--- src/rtl/joojump_input_conditioner.sv ---
// JooJump button front-end: 2-flop sync, per-button debounce with press pulses,
// and a pausable, clearable tick counter.

module joojump_debounce #(
  parameter int DB_CYCLES = 1000000
) (
  input  logic clk_clk,
  input  logic reset_reset_n,
  input  logic s,
  output logic level,
  output logic pulse,
  output logic pulse_nxt
);
  localparam int CW = $clog2(DB_CYCLES);

  typedef enum logic [1:0] {RELEASED, PRESS_WAIT, PRESSED, RELEASE_WAIT} state_e;

  state_e        state_q, state_d;
  logic [CW-1:0] cnt_q, cnt_d;
  logic          level_q, level_d;
  logic          pulse_q, pulse_d;

  always_comb begin
    state_d = state_q;
    cnt_d   = cnt_q;
    level_d = level_q;
    pulse_d = 1'b0;
    case (state_q)
      RELEASED: if (s) begin
        state_d = PRESS_WAIT;
        cnt_d   = CW'(1);
      end
      PRESS_WAIT: begin
        if (!s) begin
          state_d = RELEASED;
          cnt_d   = '0;
        end else if (cnt_q == CW'(DB_CYCLES - 1)) begin
          state_d = PRESSED;
          cnt_d   = '0;
          level_d = 1'b1;
          pulse_d = 1'b1;
        end else begin
          cnt_d = cnt_q + 1'b1;
        end
      end
      PRESSED: if (!s) begin
        state_d = RELEASE_WAIT;
        cnt_d   = CW'(1);
      end
      RELEASE_WAIT: begin
        if (s) begin
          state_d = PRESSED;
          cnt_d   = '0;
        end else if (cnt_q == CW'(DB_CYCLES - 1)) begin
          state_d = RELEASED;
          cnt_d   = '0;
          level_d = 1'b0;
        end else begin
          cnt_d = cnt_q + 1'b1;
        end
      end
      default: begin
        state_d = RELEASED;
        cnt_d   = '0;
        level_d = 1'b0;
      end
    endcase
  end

  always_ff @(posedge clk_clk or negedge reset_reset_n) begin
    if (!reset_reset_n) begin
      state_q <= RELEASED;
      cnt_q   <= '0;
      level_q <= 1'b0;
      pulse_q <= 1'b0;
    end else begin
      state_q <= state_d;
      cnt_q   <= cnt_d;
      level_q <= level_d;
      pulse_q <= pulse_d;
    end
  end

  assign level     = level_q;
  assign pulse     = pulse_q;
  assign pulse_nxt = pulse_d;
endmodule

module joojump_input_conditioner #(
  parameter int DB_CYCLES = 1000000,
  parameter int TICK_DIV  = 50000,
  parameter int CNT_W     = 8
) (
  input  logic             clk_clk,
  input  logic             reset_reset_n,
  input  logic [2:0]       key_n,
  output logic             jump_button_export,
  output logic             pause_button_export,
  output logic             reset_button_export,
  output logic [2:0]       press_pulse,
  output logic [CNT_W-1:0] counter_8bit_export
);
  localparam int NUM_LANES = 3;
  localparam int PW        = (TICK_DIV > 1) ? $clog2(TICK_DIV) : 1;

  // Sync flops carry the raw active-low level so reset means "released".
  logic [NUM_LANES-1:0] sync1_q, sync2_q;
  logic [NUM_LANES-1:0] level, pulse_nxt;

  always_ff @(posedge clk_clk or negedge reset_reset_n) begin
    if (!reset_reset_n) begin
      sync1_q <= '1;
      sync2_q <= '1;
    end else begin
      sync1_q <= key_n;
      sync2_q <= sync1_q;
    end
  end

  joojump_debounce #(.DB_CYCLES(DB_CYCLES)) u_db [NUM_LANES-1:0] (
    .clk_clk      (clk_clk),
    .reset_reset_n(reset_reset_n),
    .s            (~sync2_q),
    .level        (level),
    .pulse        (press_pulse),
    .pulse_nxt    (pulse_nxt)
  );

  assign jump_button_export  = level[0];
  assign pause_button_export = level[1];
  assign reset_button_export = level[2];

  logic [PW-1:0]    pre_q, pre_d;
  logic [CNT_W-1:0] cnt_q, cnt_d;

  // The clear lands on the edge the reset press is accepted, so the zeroed
  // counter and the reset pulse become visible together.
  always_comb begin
    pre_d = pre_q;
    cnt_d = cnt_q;
    if (pulse_nxt[2]) begin
      pre_d = '0;
      cnt_d = '0;
    end else if (!level[1]) begin
      if (pre_q == PW'(TICK_DIV - 1)) begin
        pre_d = '0;
        cnt_d = cnt_q + 1'b1;
      end else begin
        pre_d = pre_q + 1'b1;
      end
    end
  end

  always_ff @(posedge clk_clk or negedge reset_reset_n) begin
    if (!reset_reset_n) begin
      pre_q <= '0;
      cnt_q <= '0;
    end else begin
      pre_q <= pre_d;
      cnt_q <= cnt_d;
    end
  end

  assign counter_8bit_export = cnt_q;
endmodule

--- config.mk ---
export PLATFORM = sky130hd
export DESIGN_NAME = joojump_input_conditioner
export DESIGN_NICKNAME = d
export VERILOG_FILES = /design/src/rtl/joojump_input_conditioner.sv
export SDC_FILE = /design/constraint.sdc
export NUM_CORES = 1
export LEC_CHECK = 0
export CORE_MARGIN = 2
export CORE_UTILIZATION = 55
export DETAILED_ROUTE_END_ITERATION = 10
export GPL_TIMING_DRIVEN = 0
export MAX_ROUTING_LAYER = met4
export PLACE_DENSITY_LB_ADDON = 0.12
export SETUP_SLACK_MARGIN = 0.05
export SYNTH_ARGS = -nofsm -noshare
export SYNTH_HDL_FRONTEND = slang
export SYNTH_HIERARCHICAL = 1
export SYNTH_SLANG_ARGS = --single-unit
--- constraint.sdc ---
create_clock -name clk_clk -period 2.5 [get_ports clk_clk]
set_input_delay 0.75 -clock clk_clk [delete_from_list [all_inputs] [get_ports clk_clk]]
set_output_delay 0.75 -clock clk_clk [all_outputs]
set_load 0.05 [all_outputs]
==> impl_metrics.yaml, run 1 <==
setup_path:
  cpMaxStageDelayCell: "sky130_fd_sc_hd__dfrtp_1"
  critPathCaptureType: "output pin"
  critical-path-max-stage-delay_ns: 0.67
  startpoint_type: "flip-flop"
  timing_worst_setup_path_type: "reg2out"
  critical_path_peak_fanout: 10
  r2r_slack_ns: 0.14
  r2r_start: "pre_q[11]"
  rr_worst_depth: 7
  critPathTopFamily: "flip-flops"
  worstPathArrival_ns: 1.64
  cp.buffers_inverters: 1
  crit_required_ns: 1.75
  r2r-end: "counter_8bit_export[6]"
  critical_path.cell_chain: "dlygate4sd2_1"
timing:
  clock_skew_ns: 0.0146
  rsz0062_at_grt: "yes"
  maxSlewHeadroom: 0.482
  finalSetupTns_ns: 0
  hold_slack_ns: 0.310
  fin_crit_ns: 2.39
  fmax_mhz: 418
  report.final.setup_viol: 0
  final-max-slew-violation-count: 0
  max_slew.worst_pin.slew_ns: 0.770
  fin_crit_sh: 0.957
  report.final.hold_viol_count: 0
logic_synthesis:
  syn_area_per_cell_um2: 9.77
  post_synth_instance_area_um2: 5480
  ys_seq_elements: 102
  fraction_of_the_yosys_area_taken_by_sequential_cells: 0.467
  synth-async-reset-ratio: 1.00
  synthCells: 561
  synth-warning-count: 6
  synth.net_count: 571
  synth_top_cell_area_share: 0.438
  synth_area_leader_cell: "sky130_fd_sc_hd__dfrtp_1"
  yosysMostFrequentCell: "sky130_fd_sc_hd__dfrtp_1"
  synthTopCellsByCount: "sky130_fd_sc_hd__dfrtp_1 (96), sky130_fd_sc_hd__nor2_1 (52), sky130_fd_sc_hd__nand3_1 (40)"
  ys_dominant_reg_cell: "sky130_fd_sc_hd__dfrtp_1"
  ys_top_cells_by_area: "sky130_fd_sc_hd__dfrtp_1 (44%), sky130_fd_sc_hd__a31oi_1 (4.1%), sky130_fd_sc_hd__nand3_1 (3.7%), sky130_fd_sc_hd__nor2_1 (3.6%), sky130_fd_sc_hd__xnor2_1 (3.2%)"
  synth_enable_flop_cells: 0
  synth_cell_type_count: 51
flow_run:
  max_cap_violations: 0
clock_network:
  cts.reportedPaths.clkPinSlew_ns: 0.11
  cts-hold-fix-buffers: 0
  deepest_clock_path_buffer_count: 2
  cts_root_buffer: "sky130_fd_sc_hd__clkbuf_8"
  cts_num_sinks: 102
  cts-htree-levels: 3
  cts_bufs_inserted: 9
  tritoncts: "done"
  clkLatencyLatePin_ns: 0.38
global_routing:
  antenna_violations_before_repair: 0
  first_pass_grt_wire_length_um: 20400
  grt_remaining_overflow: 0
  grt_pass1_vias: 4226
  maximum_number_of_pins_on_one_net_before_global_route_repair: 73
  global_routing_usage_summed_across_all_routing_layers: 0.234
worst_hold_path:
  hp_class: "in2async"
placed_design:
  routabilityCongestion: 0.862
  place.detailed.hpwl_um: 7720
  port_buffers: 18
  place_inst: 713
route:
  vias_per_std_cell: 5.98
  finalWirelength_um: 11700
  final_routed_wire_length_divided_by_cell_count_um: 16.0
  antenna_nets_post_route: 0
  route.vias.total: 4402
  drc: 0
  drt-initial-drc-count: 218
  first_pass_iters: 5
layout:
  filler_cell_count: 834
  insertedDiodeCount: 0
  area_taken_by_flip_flops_and_latches_um2: 2560
  finish.net_count: 608
  multiInputGateArea_um2: 2780
  area_growth_pct: 13.1
  layout.core_utilization: 0.637
  fin_cells: 736
  layout_cells_sized_above_1: 0.148
pwr:
  power.density_nw_per_um2: 710
  total_leakage_power_nw: 2.69
  ir_drop_mv: 0.491
floorplan:
  core_um2: 9730
  num_ports: 19
  die_height_um: 104
  die_width_um: 104
  die_footprint_um2: 10800
  std_cell_rows: 36
  floorplan.initialDensity: 0.563
status:
  outcome: "complete, no violations"
worst max-delay path by stage:
stage / start / endpoint / depth (start not counted)
after floorplan: u_db[2]/cnt_q[0] / pre_q[13] / 10
after global placement: reset_reset_n / u_db[2]/cnt_q[8] / 1
after detailed placement: u_db[2]/cnt_q[0] / pre_q[9] / 10
after CTS: u_db[2]/cnt_q[7] / pre_q[9] / 10
after global routing: u_db[2]/cnt_q[1] / pre_q[7] / 10
final: u_db[1]/level / pause_button_export / 1
placed cells by master (no fill, tap or decap), types with 4 or more instances in the layout:
cell	synthesis	layout
sky130_fd_sc_hd__dfrtp_1	96	96
sky130_fd_sc_hd__nor2_1	52	52
sky130_fd_sc_hd__nand3_1	40	39
sky130_fd_sc_hd__nand2_1	36	36
sky130_fd_sc_hd__a31oi_1	36	36
sky130_fd_sc_hd__a21oi_1	34	34
sky130_fd_sc_hd__o21ai_0	22	22
sky130_fd_sc_hd__xnor2_1	20	20
sky130_fd_sc_hd__nand4_1	19	19
sky130_fd_sc_hd__a22o_1	15	15
sky130_fd_sc_hd__inv_1	12	12
sky130_fd_sc_hd__nor3_1	14	12
sky130_fd_sc_hd__or2b_1	12	12
sky130_fd_sc_hd__and3_1	13	12
sky130_fd_sc_hd__clkdlybuf4s50_1	0	11
sky130_fd_sc_hd__buf_6	10	10
sky130_fd_sc_hd__xor2_1	9	9
sky130_fd_sc_hd__clkbuf_8	0	9
sky130_fd_sc_hd__buf_4	0	9
sky130_fd_sc_hd__and2_1	9	9
sky130_fd_sc_hd__nand3b_1	6	6
sky130_fd_sc_hd__dfstp_2	6	6
sky130_fd_sc_hd__a21oi_2	6	6
sky130_fd_sc_hd__mux2i_1	6	6
sky130_fd_sc_hd__nor4_1	7	5
sky130_fd_sc_hd__clkbuf_2	3	4
sky130_fd_sc_hd__clkbuf_1	6	4
sky130_fd_sc_hd__nor4b_2	4	4
sky130_fd_sc_hd__a41oi_1	4	4
sky130_fd_sc_hd__ha_1	5	4
sky130_fd_sc_hd__dlymetal6s2s_1	0	4
metal layers:
metal  part of all wire  vias up  global-route usage
met2               0.49       84               0.361
met3              0.039       12              0.0441
met1               0.46     2158               0.316
li1                   -     2148                   -
met4              0.012        0              0.0705
met5                  0        -                   -
registers in the layout, indices dropped and copies added, names as in the netlist, named ones only:
signal / count
u_db/level: 3
u_db/cnt_q: 60
sync2_q: 3
u_db/pulse: 3
counter_8bit_export: 8
u_db/state_q: 3
pre_q: 16
sync1_q: 3
cell type report:
cell class                 instances  share of cell area
tap                              133              0.0268
inverter                          12             0.00726
clock inverter                     7              0.0131
buffer                            23              0.0276
timing repair buffer              27              0.0440
clock buffer                       9              0.0200
sequential                       102               0.413
multi-input combinational        423               0.448
cells by family after synthesis:
group,Yosys count,synth area share
AOI/OAI and AO/OA,134,0.159
xor gates and xnor gates,29,0.0463
adders and majority gates,5,0.0114
buffers and inverters,36,0.0395
DFF,102,0.467
muxes,9,0.0192
and+or+nand+nor,246,0.257
power by group:
group / internal (W) / switching [W] / total [W]
combinational: 0.000571 / 0.000811 / 0.00138
sequential: 0.00177 / 0.000163 / 0.00194
clock: 0.000477 / 0.000610 / 0.00109
metrics by stage:
step           cell area, um^2  power [W]  setup WS [ns]
5_1_grt                   6200    0.00469       -0.00724
3_3_place_gp              5830    0.00325          -3.18
3_5_place_dp              5860    0.00329         -0.419
4_1_cts                   6100    0.00441         0.0316
6_report                  6200    0.00441          0.108
2_1_floorplan             5490    0.00295         0.0922
what timing repair did:
action                                  CTS  global route
cloned                                    0             0
endpoints found under the hold margin     0             0
buffers inserted                          2             6
pin swaps                                 3             5
endpoints found under the setup margin   22            24
resized for setup                         7            16
No activity file was read; power rests on OpenSTA's default activity.
==> run 2, diff against run 1 <==
--- a/config.mk
+++ b/config.mk
@@ -11,6 +11,7 @@
 export GPL_TIMING_DRIVEN = 0
 export MAX_ROUTING_LAYER = met4
 export PLACE_DENSITY_LB_ADDON = 0.12
+export RECOVER_POWER = 50
 export SETUP_SLACK_MARGIN = 0.05
 export SYNTH_ARGS = -nofsm -noshare
 export SYNTH_HDL_FRONTEND = slang
==> run 2 against run 1 <==
- the flow now finishes with violations (max-capacitance violations, max-slew violations)
- highest routed layer unchanged
- fmax about the same
- sequential share of layout area hardly changed
- register-to-register slack is essentially flat
- non-clock buffer count unchanged
- critical path type unchanged
- clock skew is essentially flat
- final cell count stayed put
- first-iteration DRC count unchanged
- routed wire length is essentially flat
- combinational power about the same
- worst hold slack improved by 0.044 ns
==> impl_metrics.yaml, run 2 (same netlist as run 1, synthesis figures left out) <==
status:
  outcome: "finished with violations"
  failed_checks: "max-capacitance violations, max-slew violations"
route:
  antenna_nets_post_route: 0
  finalWirelength_um: 11700
  drt-initial-drc-count: 218
  drc: 0
  route.vias.total: 4406
  first_pass_iters: 6
  vias_per_std_cell: 5.99
  final_routed_wire_length_divided_by_cell_count_um: 15.9
setup_path:
  startpoint_type: "flip-flop"
  critPathCaptureType: "output pin"
  critPathTopFamily: "flip-flops"
  timing_worst_setup_path_type: "reg2out"
  crit_required_ns: 1.75
  r2r_start: "pre_q[11]"
  critical_path_depth: 1
  cp.buffers_inverters: 1
  critical_path_peak_fanout: 10
  cpMaxStageDelayCell: "sky130_fd_sc_hd__dfrtp_1"
  r2r_slack_ns: 0.14
  worstPathArrival_ns: 1.64
  critical_path.cell_chain: "dlygate4sd2_1"
  r2r-end: "counter_8bit_export[6]"
  critical-path-max-stage-delay_ns: 0.67
  rr_worst_depth: 7
global_routing:
  grt_pass1_vias: 4226
  antenna_violations_before_repair: 0
  grt_remaining_overflow: 0
  first_pass_grt_wire_length_um: 20400
  maximum_number_of_pins_on_one_net_before_global_route_repair: 73
  global_routing_usage_summed_across_all_routing_layers: 0.234
timing:
  finalSetupTns_ns: 0
  final_setup_margin_ns: 0.108
  clock_skew_ns: 0.0143
  final-max-slew-violation-count: 31
  max_slew.worst_pin.slew_ns: 1.84
  report.final.setup_viol: 0
  fin_crit_sh: 0.957
  fmax_mhz: 418
  fin_crit_ns: 2.39
  maxSlewHeadroom: -0.224
  rsz0062_at_grt: "yes"
  report.final.hold_viol_count: 0
placed_design:
  routabilityCongestion: 0.862
  place_inst: 713
  placement.setup.worst_slack_ns: -0.419
  place.detailed.hpwl_um: 7720
  port_buffers: 18
worst_hold_path:
  worst_hold_startpoint: "sync1_q[1]"
  whs_endpoint: "sync2_q[1]"
  hp_class: "reg2reg"
  worst_hold_path.num_cells: 0
layout:
  finish.net_count: 608
  area_growth_pct: 13.1
  layout_cells_sized_above_1: 0.146
  mostFrequentLayoutCell: "sky130_fd_sc_hd__dfrtp_1"
  largest_register_ff_count: 60
  insertedDiodeCount: 0
  regMostFlops: "u_db/cnt_q"
  fin_cells: 736
  mostFrequentLayoutCells: "sky130_fd_sc_hd__dfrtp_1 (96), sky130_fd_sc_hd__nor2_1 (52), sky130_fd_sc_hd__nand3_1 (39)"
  layout.core_utilization: 0.637
pwr:
  total_leakage_power_nw: 2.68
  power.density_nw_per_um2: 711
  ir_drop_mv: 0.494
floorplan:
  die_height_um: 104
  std_cell_rows: 36
  die_width_um: 104
  core_um2: 9730
  num_ports: 19
  die_footprint_um2: 10800
  floorplan.initialDensity: 0.563
flow_run:
  max_cap_violations: 1
clock_network:
  cts_num_sinks: 102
  tritoncts: "done"
  cts_bufs_inserted: 9
  clkLatencyLatePin_ns: 0.38
  cts-htree-levels: 3
  deepest_clock_path_buffer_count: 2
  cts.reportedPaths.clkPinSlew_ns: 0.11
  cts_root_buffer: "sky130_fd_sc_hd__clkbuf_8"
==> run 2: cell type report <==
type | count | area, um^2
sequential | 102 | 2560
clock buffer | 9 | 124
inverter | 12 | 45.0
multi-input combinational | 423 | 2780
buffer | 23 | 171
tap | 133 | 166
fill | 835 | 3530
clock inverter | 7 | 81.3
timing repair buffer | 27 | 269
==> run 2: how the worst max path moves through the flow <==
stage,startpoint,to
2_1_floorplan,u_db[2]/cnt_q[0],pre_q[13]
3_3_place_gp,reset_reset_n,u_db[2]/cnt_q[8]
3_5_place_dp,u_db[2]/cnt_q[0],pre_q[9]
4_1_cts,u_db[2]/cnt_q[7],pre_q[9]
5_1_grt,u_db[2]/cnt_q[1],pre_q[7]
6_report,u_db[1]/level,pause_button_export
==> run 2: timing repair <==
item / in CTS / in global routing
hold buffers: 0 / 0
setup buffers: 2 / 6
endpoints found under the setup margin: 22 / 24
pin swaps: 3 / 5
resized for setup: 7 / 16
==> run 2: per-layer routing <==
| layer | share of wire | global-route usage |
|---|---|---|
| met5 | 0 | - |
| met4 | 0.012 | 0.0705 |
| met3 | 0.037 | 0.0441 |
| met2 | 0.49 | 0.361 |
| met1 | 0.46 | 0.316 |
==> run 2: report_power, final <==
group | total [W] | switching (W) | internal [W]
Sequential | 0.00194 | 0.000163 | 0.00177
Combinational | 0.00138 | 0.000812 | 0.000569
Clock | 0.00109 | 0.000611 | 0.000477
==> run 2: stage by stage <==
stage	cell area [um^2]	hold slack [ns]	power (W)
3_5_place_dp	5860	0.347	0.00329
2_1_floorplan	5490	0.345	0.00295
5_1_grt	6200	0.349	0.00469
3_3_place_gp	5830	0.347	0.00325
6_report	6200	0.354	0.00440
4_1_cts	6100	0.307	0.00441
==> variant (config.mk and constraints of run 2) <==
Re-encode `state_e` (4 states) as Gray code, 2 bits wide.
--- a/src/rtl/joojump_input_conditioner.sv
+++ b/src/rtl/joojump_input_conditioner.sv
@@ -13,7 +13,7 @@
 );
   localparam int CW = $clog2(DB_CYCLES);
 
-  typedef enum logic [1:0] {RELEASED, PRESS_WAIT, PRESSED, RELEASE_WAIT} state_e;
+  typedef enum logic [1:0] {RELEASED = 2'b00, PRESS_WAIT = 2'b01, PRESSED = 2'b11, RELEASE_WAIT = 2'b10} state_e;
 
   state_e        state_q, state_d;
   logic [CW-1:0] cnt_q, cnt_d;
Formal check against the unedited RTL: same outputs for any inputs over 4 cycles, from zero or initial values and one cycle with reset_reset_n low; so few cycles prove little.
==> variant against run 2 <==
- the flow still finishes with violations (capacitance limit, slew limit)
- non-clock buffer count shrank 9
- clock skew shrank 0.0027 ns
- design area increased by 5.6%
- global-route usage about the same
- clock power shrank 6%
- sequential cell count unchanged
- total power is 0.92% higher
- synthesized area increased by 7.3%
- first-iteration DRC count up 44%
- routed wire length rose by 5.7%
- setup slack better by 0.0082 ns
- critical path type unchanged
- critical endpoint is now counter_8bit_export[3]
- highest routed layer unchanged
==> variant: results <==
export IMPL_status="complete, but fails checks"
export IMPL_failed_checks="capacitance limit, slew limit"
export IMPL_finalInstanceArea_mm2=0.00654
export IMPL_critical_path_max_fanout=3
export IMPL_first_global_vias=4650
export IMPL_cts_clk_slew_worst_paths_ns=0.09
export IMPL_drt_first_iter_violations=315
export IMPL_timing_worst_slew_pin_value_ns=1.92
export IMPL_power_static_leakage_nw=2.67
export IMPL_finalClockSkew_ns=0.0117
export IMPL_worst_hold_slack_ns=0.359
export IMPL_power_ir_vdd_worst_uv=495
export IMPL_place_inst=755
export IMPL_drt_pass1_iter_count=5
export IMPL_synth_mux_area_share_pct=2.68
export IMPL_timing_rr_end="counter_8bit_export[5]$_DFFE_PN0P_"
export IMPL_dp_worst_setup_slack_ns=-0.239
export IMPL_post_synth_cell_area_avg_um2=9.80
export IMPL_synthTopCellsByArea="sky130_fd_sc_hd__dfrtp_1, sky130_fd_sc_hd__nor2_1, sky130_fd_sc_hd__nand3_1"
export IMPL_post_layout_nonfiller_instances=774
export IMPL_detail_route_wirelength_mm=12.4
export IMPL_inverters_excl_clock=27
export IMPL_fillCellCount=871
export IMPL_max_transition_viols_final=34
export IMPL_post_route_cells_drive_above_1_share_pct=12.4
export IMPL_routed_via_density=6.06
export IMPL_timing_max_cap_violations=1
export IMPL_nClkBuffers=14
-- variant: cell types whose count changed in the layout (fill, tap and decap cells not counted), sizes merged, moves of 12 or more --
| cell | before | now |
|---|---|---|
| a21oi | 40 | 25 |
| ha | 5 | 20 |
| inv | 14 | 27 |
| nand2 | 36 | 24 |
| nand3 | 40 | 52 |
| nand3b | 6 | 18 |
| nor2 | 56 | 77 |
| o21ai | 22 | 4 |
| o2bb2ai | 0 | 12 |
-- variant: worst max path at each step --
stage,end,slack [ns],cells past startpoint
6_report,counter_8bit_export[3],0.12,1
5_1_grt,counter_8bit_export[5]$_DFFE_PN0P_,-0.008,7
4_1_cts,counter_8bit_export[2],0.06,1
3_5_place_dp,pre_q[13]$_DFFE_PN0P_,-0.24,10
2_1_floorplan,pre_q[13]$_DFFE_PN0P_,0.15,9
3_3_place_gp,u_db[0]/cnt_q[16]$_DFFE_PN0P_,-3.13,1
-- variant: logic make-up after synthesis --
logic type,count (synthesis)
adders and majority gates,20
AOI/OAI and AO/OA,107
xor gates and xnor gates,35
buffers and inverters,45
muxes,15
DFF,102
and+or+nand+nor,276
-- variant: routing by layer --
metal | GRT usage [%] | part of all wire (%) | vias to the layer above
met1 | 29.9 | 47 | 2303
met5 | - | 0 | -
met4 | 5.86 | 0.83 | 0
met2 | 38.2 | 48 | 111
met3 | 5.21 | 4.2 | 10
li1 | - | - | 2270
-- variant: report_power, final --
| group | total [W] | internal [W] | switching, W |
|---|---|---|---|
| sequential | 0.00190 | 0.00177 | 0.000125 |
| combinational | 0.00152 | 0.000549 | 0.000970 |
| clock | 0.00103 | 0.000488 | 0.000542 |
-- variant: repair_timing --
action                                  in CTS  in global routing
cloned                                       0                  0
endpoints found under the setup margin      22                 23
hold endpoints to repair                     0                  0
pin swaps                                    2                  2
resized for setup                            5                 20
setup buffers                                1                  3
